File: src/rtl/soc_bus_pkg.sv
// rtl/soc_bus_pkg.sv - shared soc_bus configuration, request struct and arbiter states
package soc_bus_pkg;

  typedef struct packed {
    int unsigned masters;
    int unsigned timeout_cycles;
  } BusConfig;

  localparam BusConfig BUS_CFG_DEFAULT = '{masters: 2, timeout_cycles: 255};

  typedef struct packed {
    logic [31:0] addr;
    logic [31:0] wdata;
    logic        we;
    logic [3:0]  be;
  } bus_req_t;

  typedef enum logic {
    ARB_IDLE = 1'b0,
    ARB_BUSY = 1'b1
  } arb_state_t;

endpackage

File: src/rtl/rr_pick.sv
// rtl/rr_pick.sv - combinational round-robin picker: first requester at or after ptr, with wrap
module rr_pick #(
  parameter int N = 2,
  localparam int W = (N > 1) ? $clog2(N) : 1
) (
  input  logic [N-1:0] req,
  input  logic [W-1:0] ptr,
  output logic [N-1:0] pick
);

  logic         found;
  logic [W-1:0] idx;

  always_comb begin
    pick  = '0;
    found = 1'b0;
    idx   = '0;
    for (int i = 0; i < N; i++) begin
      idx = W'((int'(ptr) + i) % N);
      if (!found && req[idx]) begin
        pick[idx] = 1'b1;
        found     = 1'b1;
      end
    end
  end

endmodule

File: src/rtl/soc_bus_arbiter.sv
// rtl/soc_bus_arbiter.sv - round-robin, whole-transaction arbiter with watchdog for the soc_bus master port
module soc_bus_arbiter
  import soc_bus_pkg::*;
#(
  parameter int MASTERS        = int'(BUS_CFG_DEFAULT.masters),
  parameter int TIMEOUT_CYCLES = int'(BUS_CFG_DEFAULT.timeout_cycles)
) (
  input  logic                     clk,
  input  logic                     rst,
  input  logic [MASTERS-1:0]       m_req,
  input  logic [MASTERS-1:0]       m_we,
  input  logic [MASTERS-1:0][3:0]  m_be,
  input  logic [MASTERS-1:0][31:0] m_addr,
  input  logic [MASTERS-1:0][31:0] m_wdata,
  output logic [31:0]              m_rdata,
  output logic [MASTERS-1:0]       m_ack,
  output logic [MASTERS-1:0]       m_error,
  output logic                     s_req,
  output logic                     s_we,
  output logic [3:0]               s_be,
  output logic [31:0]              s_addr,
  output logic [31:0]              s_wdata,
  input  logic [31:0]              s_rdata,
  input  logic                     s_ack,
  input  logic                     s_error,
  output logic [MASTERS-1:0]       grant,
  output logic                     timeout
);

  localparam int PTR_W = $clog2(MASTERS);
  localparam int CNT_W = (TIMEOUT_CYCLES > 0) ? $clog2(TIMEOUT_CYCLES + 1) : 1;
  localparam logic [CNT_W-1:0] WD_LAST =
    (TIMEOUT_CYCLES > 0) ? CNT_W'(TIMEOUT_CYCLES - 1) : '0;

  arb_state_t         state, state_nxt;
  logic [MASTERS-1:0] grant_nxt;
  logic [PTR_W-1:0]   gidx, gidx_nxt;
  logic [PTR_W-1:0]   rr_ptr, rr_ptr_nxt;
  logic [CNT_W-1:0]   wd_cnt, wd_cnt_nxt;

  bus_req_t           reqs [MASTERS];
  bus_req_t           sel;
  logic [MASTERS-1:0] pick;
  logic               busy, g_req, done, wd_fire, abort;

  rr_pick #(.N(MASTERS)) u_pick (
    .req  (m_req),
    .ptr  (rr_ptr),
    .pick (pick)
  );

  always_comb begin
    for (int i = 0; i < MASTERS; i++) begin
      reqs[i] = '{addr: m_addr[i], wdata: m_wdata[i], we: m_we[i], be: m_be[i]};
    end
  end

  assign sel   = reqs[gidx];
  assign busy  = (state == ARB_BUSY);
  assign g_req = m_req[gidx];
  assign done  = busy && (s_ack || s_error);
  // A master that drops its request is abandoned silently, so the watchdog does not also fire on it.
  assign abort   = busy && !g_req && !done;
  assign wd_fire = (TIMEOUT_CYCLES != 0) && busy && g_req && !done && (wd_cnt == WD_LAST);

  assign s_req   = busy && g_req;
  assign s_we    = sel.we;
  assign s_be    = sel.be;
  assign s_addr  = sel.addr;
  assign s_wdata = sel.wdata;
  assign m_rdata = s_rdata;
  // grant is zero outside BUSY, which keeps every response bit quiet while idle.
  assign m_ack   = grant & {MASTERS{s_ack}};
  assign m_error = grant & {MASTERS{s_error || wd_fire}};
  assign timeout = wd_fire;

  always_comb begin
    state_nxt  = state;
    grant_nxt  = grant;
    gidx_nxt   = gidx;
    rr_ptr_nxt = rr_ptr;
    wd_cnt_nxt = wd_cnt;
    case (state)
      ARB_IDLE: begin
        if (|m_req) begin
          state_nxt = ARB_BUSY;
          grant_nxt = pick;
          for (int i = 0; i < MASTERS; i++) begin
            if (pick[i]) gidx_nxt = PTR_W'(i);
          end
        end
      end
      ARB_BUSY: begin
        if (done || wd_fire || abort) begin
          state_nxt  = ARB_IDLE;
          grant_nxt  = '0;
          wd_cnt_nxt = '0;
          rr_ptr_nxt = (gidx == PTR_W'(MASTERS - 1)) ? '0 : gidx + 1'b1;
        end else if (TIMEOUT_CYCLES != 0) begin
          wd_cnt_nxt = wd_cnt + 1'b1;
        end
      end
      default: begin
        state_nxt = ARB_IDLE;
        grant_nxt = '0;
      end
    endcase
  end

  always_ff @(posedge clk or posedge rst) begin
    if (rst) begin
      state  <= ARB_IDLE;
      grant  <= '0;
      gidx   <= '0;
      rr_ptr <= '0;
      wd_cnt <= '0;
    end else begin
      state  <= state_nxt;
      grant  <= grant_nxt;
      gidx   <= gidx_nxt;
      rr_ptr <= rr_ptr_nxt;
      wd_cnt <= wd_cnt_nxt;
    end
  end

endmodule

File: config.mk
export PLATFORM = sky130hd
export DESIGN_NAME = soc_bus_arbiter
export DESIGN_NICKNAME = d
export VERILOG_FILES = /design/src/rtl/soc_bus_pkg.sv /design/src/rtl/rr_pick.sv /design/src/rtl/soc_bus_arbiter.sv
export SDC_FILE = /design/constraint.sdc
export NUM_CORES = 1
export LEC_CHECK = 0
export ABC_AREA = 1
export CORE_AREA = 5 5 109 111
export CTS_BUF_LIST = sky130_fd_sc_hd__clkbuf_4 sky130_fd_sc_hd__clkbuf_8
export DETAILED_ROUTE_END_ITERATION = 7
export DIE_AREA = 0 0 114 116
export SLEW_MARGIN = 20
export SYNTH_ARGS = -nofsm -noshare
export SYNTH_HDL_FRONTEND = slang
export SYNTH_SLANG_ARGS = --single-unit
File: constraint.sdc
create_clock -name clk -period 2.8 [get_ports clk]
set_input_delay 0.56 -clock clk [delete_from_list [all_inputs] [get_ports clk]]
set_output_delay 0.56 -clock clk [all_outputs]
set_load 0.02 [all_outputs]
# Word level (Yosys, flattened, before mapping)
# Cells that the tools add are included.
# classes
add_sub_neg,3
order_cmp,6
eq_ne,3
n_mux,26
bitwise_logic,5
reduce_logical,21
# op_table
op,n
69-bit two-way mux,3
1-bit two-way mux,14
1-bit logical AND,9
"8-bit by 1-bit adder with 8-bit output, second input constant",1
"8-bit == test, second input constant",1
2-bit two-way mux,4
8-bit two-way mux,1
"1-bit by 2-bit less-than comparator with 1-bit output, second input constant",3
2-bit AND,2
1-bit logical OR,4
2-bit case mux with 2 select lines,1
2-bit AND reduction,2
1-bit zero test,3
3-bit AND reduction,1
"1-bit adder, second input constant",2
1-bit demux with 1-bit select,2
"1-bit greater-or-equal comparator, second input constant",2
"2-bit greater-or-equal comparator, second input constant",1
"2-bit by 1-bit inequality test with 1-bit output, second input constant",1
"2-bit inequality test, second input constant",1
1-bit inverter with 2-bit output,1
2-bit bitwise OR,1
1-bit case mux with 2 select lines,1
2-bit nonzero test,1
other kinds (2),2
# word_totals
register_bits,13
inputBits,176
output_inout_bits,109
wordCells,69

# Depth between registers and ports, before layout
# logic_depth
ltp_word,9
mapped_depth,10
mapped_depth_nobuf,10

# By module
# A second synthesis with hierarchy kept.
# unflattened
cells_unflattened,361
hier_area_um2,1894.3
# by_module_without_submodules
module,n_inst,cells_per_inst,area_per_inst_um2,seq_area_each_um2
soc_bus_arbiter,1,357,1866.8,325.3
rr_pick,1,4,27.5,0.0

# Worst setup path after synthesis
# No wires, ideal clock.
# synth_path
path_kind,input-to-output
startpoint,input port s_error
endpoint,output port m_error[0]
arrival_time_ps,1540
required_time_ps,2240
path_slack_ps,700
path_stages,5
n_path_buf,0
path_cell_list,nor2_1 nand3_1 nor2_2 nor2_1 nor2_1
# synth_between
elab_chain_len,7
# synth_lines
element,line,text
from (decl),soc_bus_arbiter.sv:25,"input logic s_error,"
1-bit logical OR,soc_bus_arbiter.sv:61,assign done = busy && (s_ack || s_error);
1-bit logical AND,soc_bus_arbiter.sv:61,
1-bit zero test,soc_bus_arbiter.sv:64,assign wd_fire = (TIMEOUT_CYCLES != 0) && busy && g_req && !done && (wd_cnt == WD_LAST);
1-bit logical AND (2 in a row),soc_bus_arbiter.sv:64,
named net timeout,soc_bus_arbiter.sv:27,output logic timeout
1-bit logical OR,soc_bus_arbiter.sv:74,assign m_error = grant & {MASTERS{s_error || wd_fire}};
2-bit AND,soc_bus_arbiter.sv:74,
to (decl),soc_bus_arbiter.sv:17,"output logic [MASTERS-1:0] m_error,"
# The timed path passes the listed nets, and every way through them passes these cells.

# Final worst setup path
# layout_path
startpoint,input port m_req[0]
endpoint,output port timeout
# layout_between
elab_chain_len,5
# layout_lines
element,line,text
from (decl),soc_bus_arbiter.sv:10,"input logic [MASTERS-1:0] m_req,"
1-bit two-way mux (implied by the code) (2 in a row),soc_bus_arbiter.sv:60,assign g_req = m_req[gidx];
1-bit logical AND (3 in a row),soc_bus_arbiter.sv:64,
to (decl),soc_bus_arbiter.sv:27,
# Every way passes these cells. The select of a mux whose other input is x is not followed.

==> summary.txt <==
GRT
  • Remaining global-route overflow: 0
  • Wire length of the first global-routing pass: 13.2 mm
  • Largest net degree at the start of global routing: 47
  • Overall track demand over capacity in global routing: 12.4%
  • Vias in the first global route: 2639
  • Initial antenna violation count: 0

Placed design
  • Routability cong.: approximately 0.76
  • Hpwl dp: between 7 and 8 mm
  • Port buffer count: 220

Floorplanning
  • Placement row count: 38
  • CORE AREA: around 0.011 mm²
  • Number of placed I/O pins: ~290
  • Floorplan die area: between 0.01 and 0.015 mm²
  • Die width: 114 µm
  • Die Height: 116 µm
  • Initial core utilization: between 10% and 20%

Run status
  • Result of the run: complete, no violations

Worst setup path
  • Critical R2R Capture: wd_cnt[7]
  • Worst path most repeated cell: clkdlybuf4s50_1
  • Buffering stage count on the worst path with inverters included: 4
  • Critical path endpoint category: output port
  • Required @ worst endpoint: approximately 2200 ps
  • CP max stage cell: clkdlybuf4s50_1
  • R2R Setup Slk: 1340 ps
  • Kind of cell adding the most delay to the critical path: buffers and inverters
  • Max Fanout on Critical Path: 2
  • Total stage count of the critical path: 7
  • Reg2Reg Depth: 10
  • Start point of the critical path: m_req[0]
  • Critical path startpoint category: input port
  • Cell-by-cell trace of the critical path: clkdlybuf4s50_1 > inv_1 > o21ai_2 > nand2_2 > nor2_2 > buf_4 > clkdlybuf4s50_1
  • Crit Path Category: input port to output port
  • Worst setup path endpoint: timeout
  • Worst flop-to-flop path startpoint: wd_cnt[0]
  • Largest stage delay on the critical path: a little under 600 ps
  • WP data arrival: 2150 ps

CTS
  • Clock Sink Count: 13
  • Clock transition time at the flip-flop clock pins of the worst setup and hold paths: 50 ps
  • Total clock buffers created by CTS: 3
  • Maximum buffer depth of the clock tree: 2
  • Cts hold-fix bufs: 0
  • H-Tree Level Count: 1
  • Root buffer cell: clkbuf_8
  • Worst skew pair latency: between 200 and 250 ps
  • Clock tree from TritonCTS: built

Yosys
  • Mean area per synthesized cell: ~5.2 µm²
  • Number of distinct library cells after synthesis: 25
  • Mapped Nets: about 530
  • Synthesized cell area: 0.00183 mm²
  • Post-synth top area share: approximately 47%
  • Ys Warns: 0
  • Register area share after synthesis: between 10% and 20%
  • Largest cells by area after synthesis: nand2_1 (47%), dfrtp_1 (18%), buf_4 (13%)
  • Biggest area consumer among synthesized cells: nand2_1
  • Yosys reg bits: 13
  • Cell count after synthesis: roughly 350

Drt
  • Sum of routed wire length over all layers: approximately 9.0 mm
  • Final antenna-violating net count: 0
  • Number of vias per cell after detailed routing: between 3 and 4
  • Detailed-route via count: approximately 2600
  • Detailed-router iteration count before antenna repair: 4
  • DRC violation total after the first TritonRoute iteration: 74
  • Post-route DRC violation count: 0
  • Routed wire per std cell: around 13 µm

Worst hold path
  • Kind of path behind the tightest hold check: flip-flop to flip-flop
  • Worst Hold Path Cells: 2
  • Hold path start: rr_ptr

Finish
  • Fraction of layout cells with a size suffix above 1: 6.54%
  • Inserted Diodes: 0
  • Most frequent cells in the layout: nand2_1 (230), clkdlybuf4s50_1 (213), buf_4 (14)
  • Util after Layout: about 38%
  • Area used by multi-input combinational logic: 0.00114 mm²
  • Sequential cell area: between 300 and 400 µm²
  • Most common library cell in the layout ignoring fill and taps: nand2_1
  • Total of fill cells in the finished design: roughly 1200
  • Fin nets: 714
  • Layout overhead on the synthesized area: 120%

STA
  • Finish-stage setup viols: 0
  • Setup Total Neg Slack: 0 ps
  • Max Clock Skew: approximately 3.4 ps
  • Actual slew at the worst max-slew pin: around 510 ps
  • Normalized max-slew margin: about 66%
  • Shortest period the worst path allows: ~2700 ps
  • Number of endpoints with negative hold slack in the final report: 0
  • Pins Over Slew Limit: 0
  • Max Clock Freq: ~370 MHz
  • Unrepaired setup endpoints after global routing: no
  • Final Cycle Share: between 90 and 100%
  • Worst hold-check slack: a little over 500 ps

Power and ir drop
  • Total power divided by cell area: 614 mW/mm²
  • P_leak: ~2 nW
  • IR drop worst, VDD: roughly 0.23 mV

Run
  • # Max-Cap Violations: 0
[cell usage after synthesis, drive strengths merged]
library cell / n
ha: 2
nand4: 3
nand2: 234
xor2: 1
a21oi: 2
a21boi: 1
nand3: 6
xnor2: 2
nor2: 16
inv: 15
o211ai: 1
clkbuf: 13
o21ai: 3
dfrtp: 13
nor3: 2
buf: 34
[sequential cells by signal, summed over array words and instances, names as in the netlist]
| signal | flops |
|---|---|
| busy | 1 |
| gidx | 1 |
| grant | 2 |
| rr_ptr | 1 |
| wd_cnt | 8 |
[stage by stage]
| step | cells | setup WS, ps | area, µm² | total power, mW |
|---|---|---|---|---|
| finish | 675 | 92.7 | 4030 | 2.47 |
| global route | 675 | 3.79 | 4030 | 2.68 |
| CTS | 675 | 32.6 | 4020 | 2.54 |
| detailed placement | 671 | 44.1 | 3980 | 2.36 |
| global placement | 671 | 68.7 | 3980 | 2.35 |
| floorplan | 348 | 700 | 1830 | 1.34 |
[worst reg2reg max path, stage by stage, from the launching register on]
cell	delay, ps
dfrtp_1	410
inv_1	90
ha_1	150
nand2_1	50
nor2_1	150
nand3_1	130
nor2_2	110
buf_4	120
nor2_1	50
nand2_1	70
nor2_1	40
[how the worst min path moves through the flow]
stage | to | slack [ps]
after floorplan | busy | 440
after global placement | rr_ptr | 500
after detailed placement | rr_ptr | 500
after CTS | rr_ptr | 520
after global routing | rr_ptr | 560
final | rr_ptr | 510
[routing by layer]
metal	vias up	GRT usage [%]	share of wire, %
met3	15	5.07	9.6
met5	-	0	0
met4	0	4.04	2.6
li1	1380	-	-
met2	120	23.1	53
met1	1114	12.7	35
[power by group]
| part | leakage, nW | internal [mW] | switching (mW) |
|---|---|---|---|
| Combinational | 1.75 | 0.937 | 1.11 |
| Sequential | 0.171 | 0.223 | 0.0432 |
| Clock | 0.0255 | 0.0981 | 0.0648 |
[what timing repair did]
action                                  CTS  global route
resized for setup                         0             2
endpoints found under the setup margin    0             2
buffers inserted                          0             0
[final cells by class]
type,count,share of cell area [%]
Sequential cell,13,8.11
Clock buffer,3,1.03
Inverter,15,1.40
Clock inverter,1,0.124
Multi-Input combinational cell,273,28.3
Tap cell,140,4.35
Timing Repair Buffer,230,56.7
[logic make-up (layout without fill, tap and decap cells)]
| group | Yosys count | count (layout) | share of synthesized area, % |
|---|---|---|---|
| XOR/XNOR | 3 | 3 | 1.44 |
| AO/OA/AOI/OAI | 7 | 7 | 2.40 |
| flip-flops | 13 | 13 | 17.8 |
| AND/OR/NAND/NOR | 261 | 261 | 57.2 |
| buffers and inverters | 62 | 249 | 19.8 |
| adder cells (fa/ha/maj) | 2 | 2 | 1.37 |
Note: power is estimated with default switching activity, not from simulation.
==> RTL edit 1: new RTL, same flow settings <==
Make the reset (`rst`) synchronous in one clocked block.
--- a/src/rtl/soc_bus_arbiter.sv
+++ b/src/rtl/soc_bus_arbiter.sv
@@ -107,7 +107,7 @@
     endcase
   end
 
-  always_ff @(posedge clk or posedge rst) begin
+  always_ff @(posedge clk) begin
     if (rst) begin
       state  <= ARB_IDLE;
       grant  <= '0;
Behaviour: differs if rst is asserted again (counterexample within 4 cycles, from zero or initial values and one cycle with rst high); with rst held inactive, the same outputs for 4 cycles.
==> RTL edit 1 against the unedited design <==
  * Routed wire length is 1.7% higher
  * Synthesized cell count is 0.86% higher
  * Register-to-register slack better by 0.09 ns
  * Synthesized area is 3.3% lower
  * Final area is 1.5% lower
  * Worst setup slack better by 0.17 ns
  * Sequential cell count stayed put
  * Global-route usage hardly changed
  * Critical endpoint is now s_req
Power is not compared: it rests on default switching activity, and its combinational part moved more than twofold at a synthesized area within 25%.
==> RTL edit 1: results (changes against the unedited design) <==
Run status
  – Status: finished, final reports clean (unchanged)

Logic synthesis
  – Commonest cells in the netlist: nand2_1 (228), buf_4 (33), nor2_1 (14), dfxtp_1 (13), inv_1 (13) (was nand2_1 (230), buf_4 (32), clkbuf_1 (13), dfrtp_1 (13), inv_1 (13))
  – Count of cell types in the netlist: 20 (was 25)
  – Register area share after synthesis: 0.147 (was 0.178)
  – Cells after Synth: 351 (was 348)
  – Synth Area in Compound Gates: 0.0248 (was 0.0240)
  – Synth area leaders: nand2_1 (48%), dfxtp_1 (15%), buf_4 (14%), nor2_1 (3.0%), inv_1 (2.8%) (was nand2_1 (47%), dfrtp_1 (18%), buf_4 (13%), clkbuf_1 (2.7%), inv_1 (2.7%))
  – Adder-cell area share of the yosys netlist: 0.0142 (was 0.0137)
  – Main synth FF type: dfxtp_1 (was dfrtp_1)
  – Xor and xnor fraction of the mapped netlist area: 0.0248 (was 0.0144)
  – FFs w/ async S/R, synth: 0 (was 1.00)
  – Synthesized netlist net count: 529 (was 526)

Global routing
  – Vias in the first global route: 2759 (was 2639)
  – GR Util All Layers: 0.124 (about the same)
  – First-pass GRT wire length: 13.3 mm (was 13.2 mm)
  – Largest net degree at the start of global routing: 48 (was 47)

Final layout
  – Non-filler instance count after layout: 677 (was 675)
  – Share of layout cells above drive strength 1: 0.0596 (was 0.0654)
  – Filler Cells Inserted: 1164 (was 1168)

Placement
  – HPWL reported at the end of detailed placement: 7.86 mm (was 7.81 mm)
  – Dpl cell area: 3910 sq um (was 3980 sq um)
  – Dpl cells: 673 (was 671)

Routing
  – Routed vias: 2674 (was 2629)
  – 1st-iter DRT viols: 103 (was 74)

Setup path
  – R2R Path Start: wd_cnt[0]$_SDFFE_PP0P_ (was wd_cnt[0]$_DFFE_PP0P_)
  – Worst Reg-to-Reg Cells: 8 (was 10)

Timing
  – Tmin final: 2.54 ns (was 2.71 ns)
  – Clock skew: 0.00381 ns (was 0.00335 ns)

Worst hold path
  – HP Start: wd_cnt[1]$_SDFFE_PP0P_ (was rr_ptr$_DFFE_PP0P_)
==> RTL edit 1: layout make-up <==
type                            instances  area share
Clock buffer                            4      0.0123
Inverter                               15      0.0142
Multi-Input combinational cell        276       0.288
Sequential cell                        13      0.0659
Tap cell                              140      0.0442
Timing Repair Buffer                  229       0.575
==> RTL edit 1: cells by family (layout without fill, tap and decap cells) <==
kind of cell | count (synthesis) | count (layout)
compound gates | 8 | 8
flops | 13 | 13
simple gates | 261 | 261
buf+inv | 62 | 248
xor+xnor | 5 | 5
fa+ha+maj | 2 | 2
==> RTL edit 1: power by group <==
group,internal (mW),switching [mW]
clock network,0.110,0.0714
logic,0.448,0.403
registers,0.195,0.00865
==> RTL edit 1: layer usage <==
layer	GRT usage	part of all wire
met5	0	0
met4	0.0301	0.014
met3	0.0632	0.14
met2	0.221	0.49
met1	0.131	0.36
==> RTL edit 1: per-stage QoR <==
stage / setup WS [ns] / utilization
2_1_floorplan: 0.842 / -
3_3_place_gp: 0.0291 / 0.366
3_5_place_dp: 0.0290 / 0.366
4_1_cts: 0.0291 / 0.370
5_1_grt: 0.159 / 0.371
6_report: 0.262 / 0.371
==> RTL edit 1: path summary, 6_finish.rpt <==
kind / to / slack, ns
max reg2reg: rr_ptr$_SDFFE_PP0P_ / 1.43
max: s_req / 0.26
min: wd_cnt[1]$_SDFFE_PP0P_ / 0.51
min reg2reg: wd_cnt[1]$_SDFFE_PP0P_ / 0.51
==> RTL edit 1: critical path, stage by stage <==
cell and delay [ns]:
clkdlybuf4s50_1 0.50, inv_1 0.05, nand2_1 0.08, nand2_1 0.06, nor2_1 0.10, clkdlybuf4s50_1 0.62
==> RTL edit 2: new RTL, config.mk and constraints unchanged <==
Without the edit above. Put a register stage on the outputs `m_error` and `timeout`, cleared by the reset. The values now appear one clock later. The other outputs are not delayed to match.
--- a/src/rtl/soc_bus_arbiter.sv
+++ b/src/rtl/soc_bus_arbiter.sv
@@ -71,8 +71,15 @@
   assign m_rdata = s_rdata;
   // grant is zero outside BUSY, which keeps every response bit quiet while idle.
   assign m_ack   = grant & {MASTERS{s_ack}};
-  assign m_error = grant & {MASTERS{s_error || wd_fire}};
-  assign timeout = wd_fire;
+  always_ff @(posedge clk or posedge rst) begin
+    if (rst) begin
+      m_error <= '0;
+      timeout <= '0;
+    end else begin
+      m_error <= grant & {MASTERS{s_error || wd_fire}};
+      timeout <= wd_fire;
+    end
+  end
 
   always_comb begin
     state_nxt  = state;
Behaviour: not the same (Yosys sat finds a counterexample within 4 cycles, from zero or initial values and one cycle with rst high).
==> RTL edit 2 against the unedited design <==
  * Power grew 7.2%
  * Sequential share of layout area rose by 1.8 points
  * Sequential power increased by 25%
  * Worst setup slack improved by 0.047 ns
  * Final area up 0.75%
  * Clock power grew 13%
  * Critical path depth decreased by 1
  * Sequential cell count rose by 3
  * Synthesized area is 4.5% higher
  * Routed wire length down 3.2%
  * Clock skew down 0.0020 ns
  * First-iteration DRC count shrank 5.4%
==> RTL edit 2: results (changes against the unedited design) <==
Setup path
  – Worst-path maximum fanout: 3 (was 2)
  – Crit path to: s_req (was timeout)
  – R2R Path Start: gidx$_DFFE_PP0P_ (was wd_cnt[0]$_DFFE_PP0P_)

Placement
  – HPWL reported at the end of detailed placement: 7.49 mm (was 7.81 mm)
  – Worst slack, placed: 0.147 ns (was 0.0441 ns)

Power
  – Leakage: 1.94 nW (about the same)
  – Power Dens Cells: 654 nW/um^2 (was 614 nW/um^2)
  – Switching power total: 1.29 mW (was 1.22 mW)
  – Maximum vdd drop: 280 uV (was 228 uV)

Logic synthesis
  – Register area share after synthesis: 0.210 (was 0.178)
  – Commonest cells in the netlist: nand2_1 (234), buf_4 (33), dfrtp_1 (16), inv_1 (13), nor2_1 (13) (was nand2_1 (230), buf_4 (32), clkbuf_1 (13), dfrtp_1 (13), inv_1 (13))
  – Cells after Synth: 355 (was 348)

Final layout
  – Share of layout cells above drive strength 1: 0.0355 (was 0.0654)
  – Non-clock buffer share: 0.553 (was 0.567)
  – Seq/total area: 0.0990 (was 0.0811)
  – Inverters: 16 (was 15)
  – Multi-input gates: 275 (was 273)
  – Multi-input gate area: 1120 sq um (was 1140 sq um)
  – Signal buffers: 224 (was 230)
  – Clock-cell share of area: 0.0120 (was 0.0115)

Run status
  – Status: finished, final reports clean (unchanged)

Timing
  – Hold slack: 0.532 ns (was 0.507 ns)
  – Slew @ Worst Pin: 0.597 ns (was 0.509 ns)
  – Tcrit/Tclk final: 0.950 (was 0.967)

Global routing
  – GR Util All Layers: 0.116 (was 0.124)
  – Vias in the first global route: 2640 (was 2639)
  – Met2 usage: 0.219 (was 0.231)
  – Largest net degree at the start of global routing: 44 (was 47)

Routing
  – Drt total wl: 8.73 mm (was 9.02 mm)
  – Routed vias: 2660 (was 2629)
  – WL met2: 4.52 mm (was 4.78 mm)
==> RTL edit 2: cell types whose count changed after synthesis, moves of 3 or more <==
cell | before | now
buf_2 | 1 | 9
clkbuf_1 | 13 | 5
nand2_1 | 230 | 234
dfrtp_1 | 13 | 16
xor2_1 | 1 | 4
==> RTL edit 2: logic make-up after synthesis <==
| family | after synthesis | synth area share |
|---|---|---|
| AND/OR/NAND/NOR | 262 | 0.533 |
| buffers and inverters | 64 | 0.202 |
| flip-flops | 16 | 0.210 |
| AO/OA/AOI/OAI | 6 | 0.0190 |
| XOR/XNOR | 5 | 0.0229 |
| adder cells (fa/ha/maj) | 2 | 0.0131 |
==> RTL edit 2: critical path, cell delays in order <==
cell,delay [ns]
clkdlybuf4s50_1,0.49
inv_1,0.07
o21ai_0,0.18
nand2_1,0.11
inv_2,0.08
clkdlybuf4s50_1,0.60
